## config.mk

```make
export PLATFORM = sky130hd
export DESIGN_NAME = lsu16
export DESIGN_NICKNAME = d
export VERILOG_FILES = /design/src/rtl/lsu16.sv
export SDC_FILE = /design/constraint.sdc
export NUM_CORES = 1
export LEC_CHECK = 0
export ABC_AREA = 0
export BUFFER_PORTS_ARGS = -buffer_cell sky130_fd_sc_hd__clkbuf_2
export CAP_MARGIN = 30
export CORE_MARGIN = 8
export CORE_UTILIZATION = 52
export CTS_BUF_LIST = sky130_fd_sc_hd__clkbuf_4 sky130_fd_sc_hd__clkbuf_8
export DETAILED_ROUTE_END_ITERATION = 10
export PLACE_DENSITY = 0.86
export SYNTH_ARGS = -nofsm -noshare
export SYNTH_HDL_FRONTEND = slang
export SYNTH_SLANG_ARGS = --single-unit
```

## constraint.sdc

```tcl
create_clock -name clk -period 2.67 [get_ports clk]
set_input_delay 0.267 -clock clk [delete_from_list [all_inputs] [get_ports clk]]
set_output_delay 0.267 -clock clk [all_outputs]
set_load 0.05 [all_outputs]
```

## src/rtl/lsu16.sv

```systemverilog
// Load/store unit between the register file and data memory: req/ack memory handshake,
// single-cycle register writeback for loads, and a timeout abort. Optional store forwarding: LSU_STORE_FWD_EN.
module lsu16 #(
  parameter int TIMEOUT = 255,
  parameter int TO_W    = 16
) (
  input  logic        clk,
  input  logic        rst_n,
  input  logic        ls_valid,
  input  logic        ls_write,
  input  logic [15:0] ls_addr,
  input  logic [15:0] ls_wdata,
  input  logic [3:0]  ls_rd,
  output logic        ls_ready,
  output logic        stall,
  output logic        mem_req,
  output logic        mem_we,
  output logic [15:0] mem_addr,
  output logic [15:0] mem_wdata,
  input  logic        mem_ack,
  input  logic [15:0] mem_rdata,
  output logic        wb_regwr,
  output logic [3:0]  wb_add_Rd,
  output logic [15:0] wb_data,
  output logic        err
);

  typedef enum logic [1:0] {IDLE = 2'd0, REQ = 2'd1, WB = 2'd2} state_e;

  state_e          state_q, state_d;
  logic [TO_W-1:0] cnt_q, cnt_d, cnt_inc;
  logic [3:0]      rd_q, rd_d;
  logic            mem_req_q, mem_req_d;
  logic            mem_we_q, mem_we_d;
  logic [15:0]     mem_addr_q, mem_addr_d;
  logic [15:0]     mem_wdata_q, mem_wdata_d;
  logic            wb_regwr_q, wb_regwr_d;
  logic [3:0]      wb_add_Rd_q, wb_add_Rd_d;
  logic [15:0]     wb_data_q, wb_data_d;
  logic            err_q, err_d;

  logic            accept, ack_ok, to_hit, fwd_hit;
  logic [15:0]     fwd_data;

  assign accept  = ls_valid & (state_q == IDLE);
  assign ack_ok  = (state_q == REQ) & mem_ack;
  assign cnt_inc = cnt_q + TO_W'(1);
  // Ack has priority: a timeout only fires in a REQ cycle without ack.
  assign to_hit  = (state_q == REQ) & ~mem_ack & (cnt_inc == TO_W'(TIMEOUT));

`ifdef LSU_STORE_FWD_EN
  logic        sb_valid_q, sb_valid_d;
  logic [15:0] sb_addr_q, sb_addr_d;
  logic [15:0] sb_data_q, sb_data_d;

  assign fwd_hit  = accept & ~ls_write & sb_valid_q & (sb_addr_q == ls_addr);
  assign fwd_data = sb_data_q;

  always_comb begin
    sb_valid_d = sb_valid_q;
    sb_addr_d  = sb_addr_q;
    sb_data_d  = sb_data_q;
    if (ack_ok && mem_we_q) begin
      sb_valid_d = 1'b1;
      sb_addr_d  = mem_addr_q;
      sb_data_d  = mem_wdata_q;
    end else if (to_hit) begin
      sb_valid_d = 1'b0;
    end
  end

  always_ff @(posedge clk or negedge rst_n) begin
    if (!rst_n) begin
      sb_valid_q <= 1'b0;
      sb_addr_q  <= '0;
      sb_data_q  <= '0;
    end else begin
      sb_valid_q <= sb_valid_d;
      sb_addr_q  <= sb_addr_d;
      sb_data_q  <= sb_data_d;
    end
  end
`else
  assign fwd_hit  = 1'b0;
  assign fwd_data = '0;
`endif

  always_ff @(posedge clk or negedge rst_n) begin
    if (!rst_n) begin
      state_q     <= IDLE;
      cnt_q       <= '0;
      rd_q        <= '0;
      mem_req_q   <= 1'b0;
      mem_we_q    <= 1'b0;
      mem_addr_q  <= '0;
      mem_wdata_q <= '0;
      wb_regwr_q  <= 1'b0;
      wb_add_Rd_q <= '0;
      wb_data_q   <= '0;
      err_q       <= 1'b0;
    end else begin
      state_q     <= state_d;
      cnt_q       <= cnt_d;
      rd_q        <= rd_d;
      mem_req_q   <= mem_req_d;
      mem_we_q    <= mem_we_d;
      mem_addr_q  <= mem_addr_d;
      mem_wdata_q <= mem_wdata_d;
      wb_regwr_q  <= wb_regwr_d;
      wb_add_Rd_q <= wb_add_Rd_d;
      wb_data_q   <= wb_data_d;
      err_q       <= err_d;
    end
  end

  always_comb begin
    state_d = state_q;
    unique case (state_q)
      IDLE: if (accept) state_d = fwd_hit ? WB : REQ;
      REQ: begin
        if (mem_ack)     state_d = mem_we_q ? IDLE : WB;
        else if (to_hit) state_d = IDLE;
      end
      WB:      state_d = IDLE;
      default: state_d = IDLE;
    endcase
  end

  always_comb begin
    cnt_d       = cnt_q;
    rd_d        = rd_q;
    mem_req_d   = mem_req_q;
    mem_we_d    = mem_we_q;
    mem_addr_d  = mem_addr_q;
    mem_wdata_d = mem_wdata_q;
    wb_regwr_d  = 1'b0;
    wb_add_Rd_d = wb_add_Rd_q;
    wb_data_d   = wb_data_q;
    err_d       = 1'b0;
    unique case (state_q)
      IDLE: begin
        if (accept) begin
          rd_d  = ls_rd;
          cnt_d = '0;
          if (fwd_hit) begin
            wb_regwr_d  = |ls_rd;
            wb_add_Rd_d = ls_rd;
            wb_data_d   = fwd_data;
          end else begin
            mem_req_d  = 1'b1;
            mem_we_d   = ls_write;
            mem_addr_d = ls_addr;
            if (ls_write) mem_wdata_d = ls_wdata;
          end
        end
      end
      REQ: begin
        if (ack_ok) begin
          mem_req_d = 1'b0;
          mem_we_d  = 1'b0;
          if (!mem_we_q) begin
            // r0 is hardwired: the read still happens but the write is dropped.
            wb_regwr_d  = |rd_q;
            wb_add_Rd_d = rd_q;
            wb_data_d   = mem_rdata;
          end
        end else begin
          if (cnt_q != TO_W'(TIMEOUT)) cnt_d = cnt_inc;
          if (to_hit) begin
            mem_req_d = 1'b0;
            mem_we_d  = 1'b0;
            err_d     = 1'b1;
          end
        end
      end
      default: ;
    endcase
  end

  assign ls_ready  = (state_q == IDLE);
  assign stall     = ls_valid & ~ls_ready;
  assign mem_req   = mem_req_q;
  assign mem_we    = mem_we_q;
  assign mem_addr  = mem_addr_q;
  assign mem_wdata = mem_wdata_q;
  assign wb_regwr  = wb_regwr_q;
  assign wb_add_Rd = wb_add_Rd_q;
  assign wb_data   = wb_data_q;
  assign err       = err_q;

endmodule

```

; Yosys cells after proc, flatten, opt, wreduce, memory -nomap -nowiden
; Index checks and enable logic that the tools add are counted.
[word_totals]
out_inout_bits = 58
in_bits = 57
regBits = 78
wordCells = 58
[op_classes]
n_bitwise = 8
n_eq_ne = 8
n_reduce_logical = 9
muxes = 21
add_sub_neg = 1
[ops]
columns = operator, count
row1 = 2-to-1 mux 16 bit, 3
row2 = case mux 16 bit (2 select lines), 1
row3 = adder 16 x 1 -> 16 bit (second input constant), 1
row4 = == test 16 x 8 -> 1 bit (second input constant), 1
row5 = != test 16 x 8 -> 1 bit (second input constant), 1
row6 = 2-to-1 mux 1 bit, 10
row7 = AND reduction 3 bit, 3
row8 = 2-to-1 mux 2 bit, 4
row9 = != test 3 bit (second input constant), 2
row10 = bitwise AND 1 bit, 5
row11 = != test 2 x 1 -> 1 bit (second input constant), 2
row12 = case mux 1 bit (2 select lines), 2
row13 = case mux 2 bit (2 select lines), 1
row14 = AND reduction 2 bit, 2
row15 = AND reduction 4 bit, 1
row16 = OR reduction 4 bit, 1
row17 = NOT 1 bit, 3
row18 = == test 2 x 1 -> 1 bit (second input constant), 1
row19 = zero test 2 bit, 1
row20 = != test 2 bit (second input constant), 1
row21 = nonzero test 2 bit, 1

; Logic depth before layout (Yosys ltp)
; Gate-level depths: netlist of the first run.
[logic_depth]
ltp_word = 6
mapped_depth = 8

; Worst setup path after synthesis of the first run
; Ideal clock, no wire load.
[synth_timing]
path_kind = reg-to-reg
startpoint = register state_q[1]
endpoint = register cnt_q[4]
setup_ps = 96
synth_period_minus_slack_ps = 2363
t_arrival_ps = 2267
setup_slack_ps = 307
stages_incl_launch_ff = 9
required_ps = 2574
cell_sequence = dfrtp_1 -> nor2_1 -> and2_1 -> buf_2 -> o22ai_4 -> or2_1 -> buf_4 -> buf_6 -> o31ai_1
[synth_between]
elab_chain_cells = 4
word_cells_on_any_way = 10
classes_between = 4 x eq/ne / 1 x mux / 2 x bitwise / 3 x reduce/logical
[synth_rtl]
columns = item, line
row1 = start: declaration, 30  ; state_e state_q, state_d;
row2 = start signal: assignment, 102  ; state_q <= state_d;
row3 = zero test 2 bit *, n/a
row4 = net ls_ready, 14  ; output logic ls_ready,
row5 = bitwise AND 1 bit, 45  ; assign accept = ls_valid & (state_q == IDLE);
row6 = != test 2 x 1 -> 1 bit (no line), n/a
row7 = AND reduction 4 bit (no line), n/a
row8 = end signal: assignment, 103  ; cnt_q <= cnt_d;
row9 = end: declaration, 31  ; logic [TO_W-1:0] cnt_q, cnt_d, cnt_inc;
; Mark *: on every way through the listed nets, which the timed path passes. The rest lies on a longest branch.
; A chain may end at the register's enable or synchronous reset.

; Worst setup path after layout of the first run
[layout_timing]
startpoint = register cnt_q[0]
endpoint = register cnt_q[14]
[layout_between]
elab_chain_cells = 4
word_cells_on_any_way = 7
classes_between = 1 x add/sub / 2 x eq/ne / 3 x mux / 1 x reduce/logical
[layout_rtl]
columns = item, line
row1 = adder 16 x 1 -> 16 bit, 47  ; assign cnt_inc = cnt_q + TO_W'(1);
row2 = 2-to-1 mux 16 bit, 168  ; if (cnt_q != TO_W'(TIMEOUT)) cnt_d = cnt_inc;
row3 = 2-to-1 mux 16 bit, 158  ; if (ack_ok) begin
row4 = case mux 16 bit (2 select lines), 140  ; unique case (state_q)
; Parallel ways exist; a longest one is shown, timed or not. The select of a mux whose other input is x is not followed.

==> impl_metrics.env, run 1 <==
export IMPL_final_common_cell="clkbuf_2"
export IMPL_cts_sinks=78
export IMPL_die_height_microns=98.2
export IMPL_cp_max_fo=14
export IMPL_setup_viol=0
export IMPL_place_congestion=0.836
export IMPL_rsz0062_at_grt="no"
export IMPL_p_leak_nw=2.01
export IMPL_layout_common_cells="clkbuf_2 (113), dfrtp_1 (78), mux2_2 (56)"
export IMPL_crit_type="reg -> reg"
export IMPL_insertedDiodeCount=0
export IMPL_yosysWarnings=0
export IMPL_io_pins=115
export IMPL_min_period_ps=2350
export IMPL_synth_cell_type_count=43
export IMPL_totalWireLength_microns=8260
export IMPL_drt_iter0_drc=157
export IMPL_path_clk_slew_ps=80
export IMPL_crit_required_ps=2880
export IMPL_worst_endpoint_arrival_ps=2560
export IMPL_fmax_mhz=426
export IMPL_ir_drop_mv=0.833
export IMPL_place_ws_ps=366
export IMPL_fin_setup_tns_ps=0
export IMPL_relSlewSlack=0.546
export IMPL_synth_edf_count=0
export IMPL_synth_seq_cells=78
export IMPL_netlist_area_sq_um=3520
export IMPL_maxCapViolations=0
export IMPL_drtAntennaViolNets=0
export IMPL_grt_pass1_wl_microns=13500
export IMPL_power_density_nw_per_um2=1350
export IMPL_hold_viol=0
export IMPL_synth_top_area_share=0.555
export IMPL_vias=2710
export IMPL_track_usage=0.174
export IMPL_antenna_found_initial=0
export IMPL_netlist_instances=292
export IMPL_synth_area_leaders="dfrtp_1 (56%), mux2_2 (18%), o31ai_1 (2.3%)"
export IMPL_status="completed"
export IMPL_synthArstFlopShare=1.00
export IMPL_hpwl_microns=6110
export IMPL_clock_path_buffers=2
export IMPL_hold_class="in -> reg"
export IMPL_fin_ws_ps=323
export IMPL_grt_max_degree=79
export IMPL_viasPerCell=5.56
export IMPL_whs_ps=148
export IMPL_post_route_util=0.650
export IMPL_cts_tree="yes"
export IMPL_clkLatencyLatePin_ps=340
export IMPL_rows=30
export IMPL_fin_worst_skew_ps=7.92
export IMPL_area_delta_synth_final_pct=23.5
export IMPL_numCtsBuffers=9
export IMPL_period_share=0.879
export IMPL_nets=462
export IMPL_fp_dieW_microns=98.2
export IMPL_syn_area_per_cell_sq_um=12.0
export IMPL_worstSetupStartpointType="flip-flop"
export IMPL_initial_utilization=0.526
export IMPL_synth_nets=351
export IMPL_cts_setup_buffers=0
export IMPL_gr_total_overflow=0
export IMPL_endpoint_kind="flip-flop"
export IMPL_drv_slew=0
export IMPL_routedWlPerCell_microns=17.0
export IMPL_port_buffers=114
export IMPL_layout_drive_gt1_share=0.477
export IMPL_drc_errors=0
export IMPL_grt_pass1_vias=2800
export IMPL_ys_seq_area_frac=0.555
export IMPL_synth_top_area_cell="dfrtp_1"
export IMPL_die_area_sq_um=9650
export IMPL_cts_max_level=3
export IMPL_worstMarginPinSlew_ps=680
export IMPL_synthFlopType="dfrtp_1"
export IMPL_first_pass_iters=4
export IMPL_clockRootBuffer="clkbuf_8"
export IMPL_core_sq_um=6680
routing by layer:
| metal | GRT usage | up-vias | wire, microns |
|---|---|---|---|
| met5 | 0 | - | 0 |
| met1 | 0.201 | 1336 | 3360 |
| met4 | 0.0909 | 0 | 147 |
| met3 | 0.0413 | 14 | 428 |
| met2 | 0.294 | 90 | 4320 |
| li1 | - | 1270 | - |
cell usage after synthesis (3+ instances only):
cell type / count
nand2_1: 12
a41oi_1: 3
o31ai_1: 11
nand4_1: 6
inv_1: 7
dfrtp_1: 78
clkbuf_1: 9
nor3_1: 6
buf_2: 7
mux2_2: 56
a21oi_1: 5
nor2b_1: 3
nand2b_1: 5
o21ai_0: 14
nor2_1: 15
or3_1: 3
nand3_1: 7
o21ai_1: 7
and2_1: 5
logic make-up (layout without fill, tap and decap cells):
| kind of cell | count (synthesis) | in the layout | synth area share |
|---|---|---|---|
| multiplexers | 58 | 58 | 0.185 |
| buffers and inverters | 27 | 142 | 0.0356 |
| adder cells (fa/ha/maj) | 2 | 2 | 0.00712 |
| flip-flops | 78 | 78 | 0.555 |
| XOR/XNOR | 4 | 4 | 0.00997 |
| AND/OR/NAND/NOR | 75 | 75 | 0.118 |
| AO/OA/AOI/OAI | 48 | 48 | 0.0893 |
critical path, cell delays in order (launching register included):
cell and delay, ps:
dfrtp_1 440, ha_1 250, nand3_1 280, or3_4 440, o22ai_4 140, or2_1 510, o31ai_1 150
final cells by class:
class | instances | area [sq um]
Timing Repair Buffer | 120 | 641
Multi-Input combinational cell | 187 | 1440
Tap cell | 80 | 100
Inverter | 7 | 26.3
Clock inverter | 6 | 61.3
Fill cell | 507 | 2340
Sequential cell | 78 | 1950
Clock buffer | 9 | 124
power breakdown:
group | switching (W) | internal [W]
Sequential | 0.000277 | 0.00166
Clock | 0.000422 | 0.000425
Combinational | 0.00223 | 0.000842
Total | 0.00292 | 0.00292
stage by stage:
| step | cells | area [sq um] | power [W] |
|---|---|---|---|
| floorplan | 292 | 3520 | 0.00427 |
| global placement | 470 | 4120 | 0.00494 |
| detailed placement | 470 | 4120 | 0.00504 |
| CTS | 485 | 4310 | 0.00589 |
| global route | 487 | 4340 | 0.00612 |
| finish | 487 | 4340 | 0.00585 |
final timing paths:
| kind | from | endpoint | slack (ps) | cells after the start |
|---|---|---|---|---|
| min | mem_rdata[8] | wb_data[8] | 150 | 2 |
| min in group asynchronous | rst_n | mem_addr[6] | 270 | 2 |
| max reg2reg | cnt_q[0] | cnt_q[14] | 320 | 6 |
| max | cnt_q[0] | cnt_q[14] | 320 | 6 |
| max in group asynchronous | rst_n | rd_q[2] | 1860 | 3 |
| min reg2reg | mem_wdata[8] | mem_wdata[8] | 510 | 1 |
state kept, by name, summed over array words and instances, names as in the netlist:
signal	count
wb_regwr	1
wb_add_Rd	4
mem_addr	16
mem_req	1
mem_wdata	16
rd_q	4
mem_we	1
err	1
state_q	2
cnt_q	16
wb_data	16
timing repair:
item                      4_1_cts  5_1_grt
hold endpoints to repair        0       12
hold buffers                    0        1
gates resized for setup         0        0
No activity file was read; power rests on OpenSTA's default activity.
==> run 2: changes to the inputs <==
--- a/config.mk
+++ b/config.mk
@@ -9,10 +9,10 @@
 export BUFFER_PORTS_ARGS = -buffer_cell sky130_fd_sc_hd__clkbuf_2
 export CAP_MARGIN = 30
 export CORE_MARGIN = 8
-export CORE_UTILIZATION = 52
+export CORE_UTILIZATION = 56
 export CTS_BUF_LIST = sky130_fd_sc_hd__clkbuf_4 sky130_fd_sc_hd__clkbuf_8
 export DETAILED_ROUTE_END_ITERATION = 10
-export PLACE_DENSITY = 0.86
+export PLACE_DENSITY = 0.91
 export SYNTH_ARGS = -nofsm -noshare
 export SYNTH_HDL_FRONTEND = slang
 export SYNTH_SLANG_ARGS = --single-unit
==> constraint.sdc (replaced) <==
create_clock -name clk -period 2.75 [get_ports clk]
set_input_delay 0.275 -clock clk [delete_from_list [all_inputs] [get_ports clk]]
set_output_delay 0.275 -clock clk [all_outputs]
set_load 0.05 [all_outputs]
==> run 2 against run 1 <==
Die area fell by 6.0%; sequential power fell by 3%; total power fell by 4.1%; clock power fell by 11%; cell area fell by 0.49%; hold slack improved by 2.2 ps; sequential share of layout area rose by 0.22 points; non-clock buffer count did not move; wire length rose by 2.5%.
==> impl_metrics.env, run 2 (synthesized netlist as in run 1, its figures left out) <==
export IMPL_clockRootBuffer="clkbuf_8"
export IMPL_clkLatencyLatePin_ps=350
export IMPL_worstHoldEndpoint="wb_data[15]"
export IMPL_layout_common_cells="clkbuf_2 (113), dfrtp_1 (78), mux2_2 (56)"
export IMPL_grt_pass1_wl_microns=13700
export IMPL_combPwrFrac=0.531
export IMPL_area_delta_synth_final_pct=22.9
export IMPL_vias=2713
export IMPL_routedWlPerCell_microns=17.5
export IMPL_reg2reg_setup_slack_ps=430
export IMPL_fin_worst_skew_ps=9.36
export IMPL_hold_class="in -> reg"
export IMPL_fmax_mhz=431
export IMPL_first_pass_iters=4
export IMPL_p_leak_nw=2.00
export IMPL_seqPwrFrac=0.335
export IMPL_fp_dieW_microns=95.2
export IMPL_drtAntennaViolNets=0
export IMPL_grt_max_degree=79
export IMPL_numCtsBuffers=9
export IMPL_place_congestion=0.839
export IMPL_fin_setup_tns_ps=0
export IMPL_cts_resized=0
export IMPL_num_fill_cells=427
export IMPL_final_common_cell="clkbuf_2"
export IMPL_cts_sinks=78
export IMPL_nets=462
export IMPL_core_sq_um=6200
export IMPL_cp_max_fo=14
export IMPL_status="completed"
export IMPL_period_share=0.843
export IMPL_hpwl_microns=6100
export IMPL_die_area_sq_um=9070
export IMPL_power_share_clock=0.134
export IMPL_hold_viol=0
export IMPL_cts_tree="yes"
export IMPL_drt_iter0_drc=174
export IMPL_initial_utilization=0.567
export IMPL_cts_max_level=3
export IMPL_rows=29
export IMPL_total_power_w=0.00561
export IMPL_drv_slew=0
export IMPL_totalWireLength_microns=8470
export IMPL_setup_viol=0
export IMPL_crit_required_ps=2960
export IMPL_dpl_cell_area_sq_um=4120
export IMPL_insertedDiodeCount=0
export IMPL_track_usage=0.193
export IMPL_rr_endpoint="cnt_q[10]"
export IMPL_worst_endpoint_arrival_ps=2530
export IMPL_design_area_sq_um=4320
export IMPL_crit_type="reg -> reg"
export IMPL_relSlewSlack=0.542
export IMPL_clock_path_buffers=2
export IMPL_post_route_util=0.697
export IMPL_rsz0062_at_grt="no"
export IMPL_hold_depth=2
export IMPL_layout_drive_gt1_share=0.477
export IMPL_regToRegStartpoint="cnt_q[0]"
export IMPL_p_sw_w=0.00285
export IMPL_swShare=0.508
export IMPL_viasPerCell=5.61
export IMPL_grt_pass1_vias=2921
export IMPL_die_height_microns=95.2
export IMPL_antenna_found_initial=0
export IMPL_maxCapViolations=0
export IMPL_drc_errors=0
export IMPL_worstHoldStart="mem_rdata[15]"
export IMPL_min_period_ps=2320
export IMPL_io_pins=115
export IMPL_ir_drop_mv=1.10
export IMPL_p_int_w=0.00276
export IMPL_worstSetupStartpointType="flip-flop"
export IMPL_endpoint_kind="flip-flop"
export IMPL_power_density_nw_per_um2=1300
export IMPL_gr_total_overflow=0
export IMPL_path_clk_slew_ps=80
export IMPL_ff2ff_path_depth=6
export IMPL_worstMarginPinSlew_ps=688
export IMPL_port_buffers=114
## run 2: through the flow
stage | std cells | setup WS, ps | hold WS, ps
6_report | 484 | 431 | 150
5_1_grt | 484 | 238 | 142
4_1_cts | 482 | 460 | 97.8
3_5_place_dp | 467 | 474 | 481
3_3_place_gp | 467 | 562 | 474
2_1_floorplan | 292 | 387 | -20.6
## run 2: metal layers
metal / vias up / GRT usage / share of wire
met4: 0 / 0.100 / 0.024
li1: 1273 / - / -
met1: 1307 / 0.225 / 0.39
met2: 115 / 0.320 / 0.52
met3: 18 / 0.0528 / 0.070
met5: - / 0 / 0
## run 2: layout make-up
class	instances	area [sq um]	area share
Sequential cell	78	1950	0.452
Multi-Input combinational cell	187	1440	0.333
Timing Repair Buffer	120	641	0.148
Clock buffer	10	131	0.0304
Tap cell	77	96.3	0.0223
Clock inverter	5	36.3	0.00840
Inverter	7	26.3	0.00608
## run 2: worst max-delay path: stages (launching register included)
cell and delay [ps]:
dfrtp_1 450, ha_1 260, nand3_1 280, or3_4 440, o22ai_4 130, or2_1 470, o21ai_1 140
## run 2: how the worst max path moves through the flow
stage | slack (ps) | cells past startpoint | startpoint | endpoint
final | 430 | 6 | cnt_q[0] | cnt_q[10]
after global routing | 240 | 6 | cnt_q[0] | cnt_q[10]
after CTS | 460 | 6 | cnt_q[0] | cnt_q[10]
after detailed placement | 470 | 6 | cnt_q[0] | cnt_q[3]
after global placement | 560 | 6 | cnt_q[0] | cnt_q[13]
after floorplan | 390 | 8 | state_q[1] | cnt_q[4]
## run 2: power by group through the flow
stage	combinational, W	clock, W	sequential [W]
after floorplan	0.000836	0	0.00331
after global routing	0.00311	0.000814	0.00195
after global placement	0.00293	0	0.00185
final	0.00298	0.000753	0.00188
after detailed placement	0.00299	0	0.00190
after CTS	0.00300	0.000772	0.00188
## run 2: timing repair
| item | in CTS | in global routing |
|---|---|---|
| hold buffers | 0 | 1 |
| endpoints found under the hold margin | 0 | 5 |
| setup buffers | 0 | 0 |
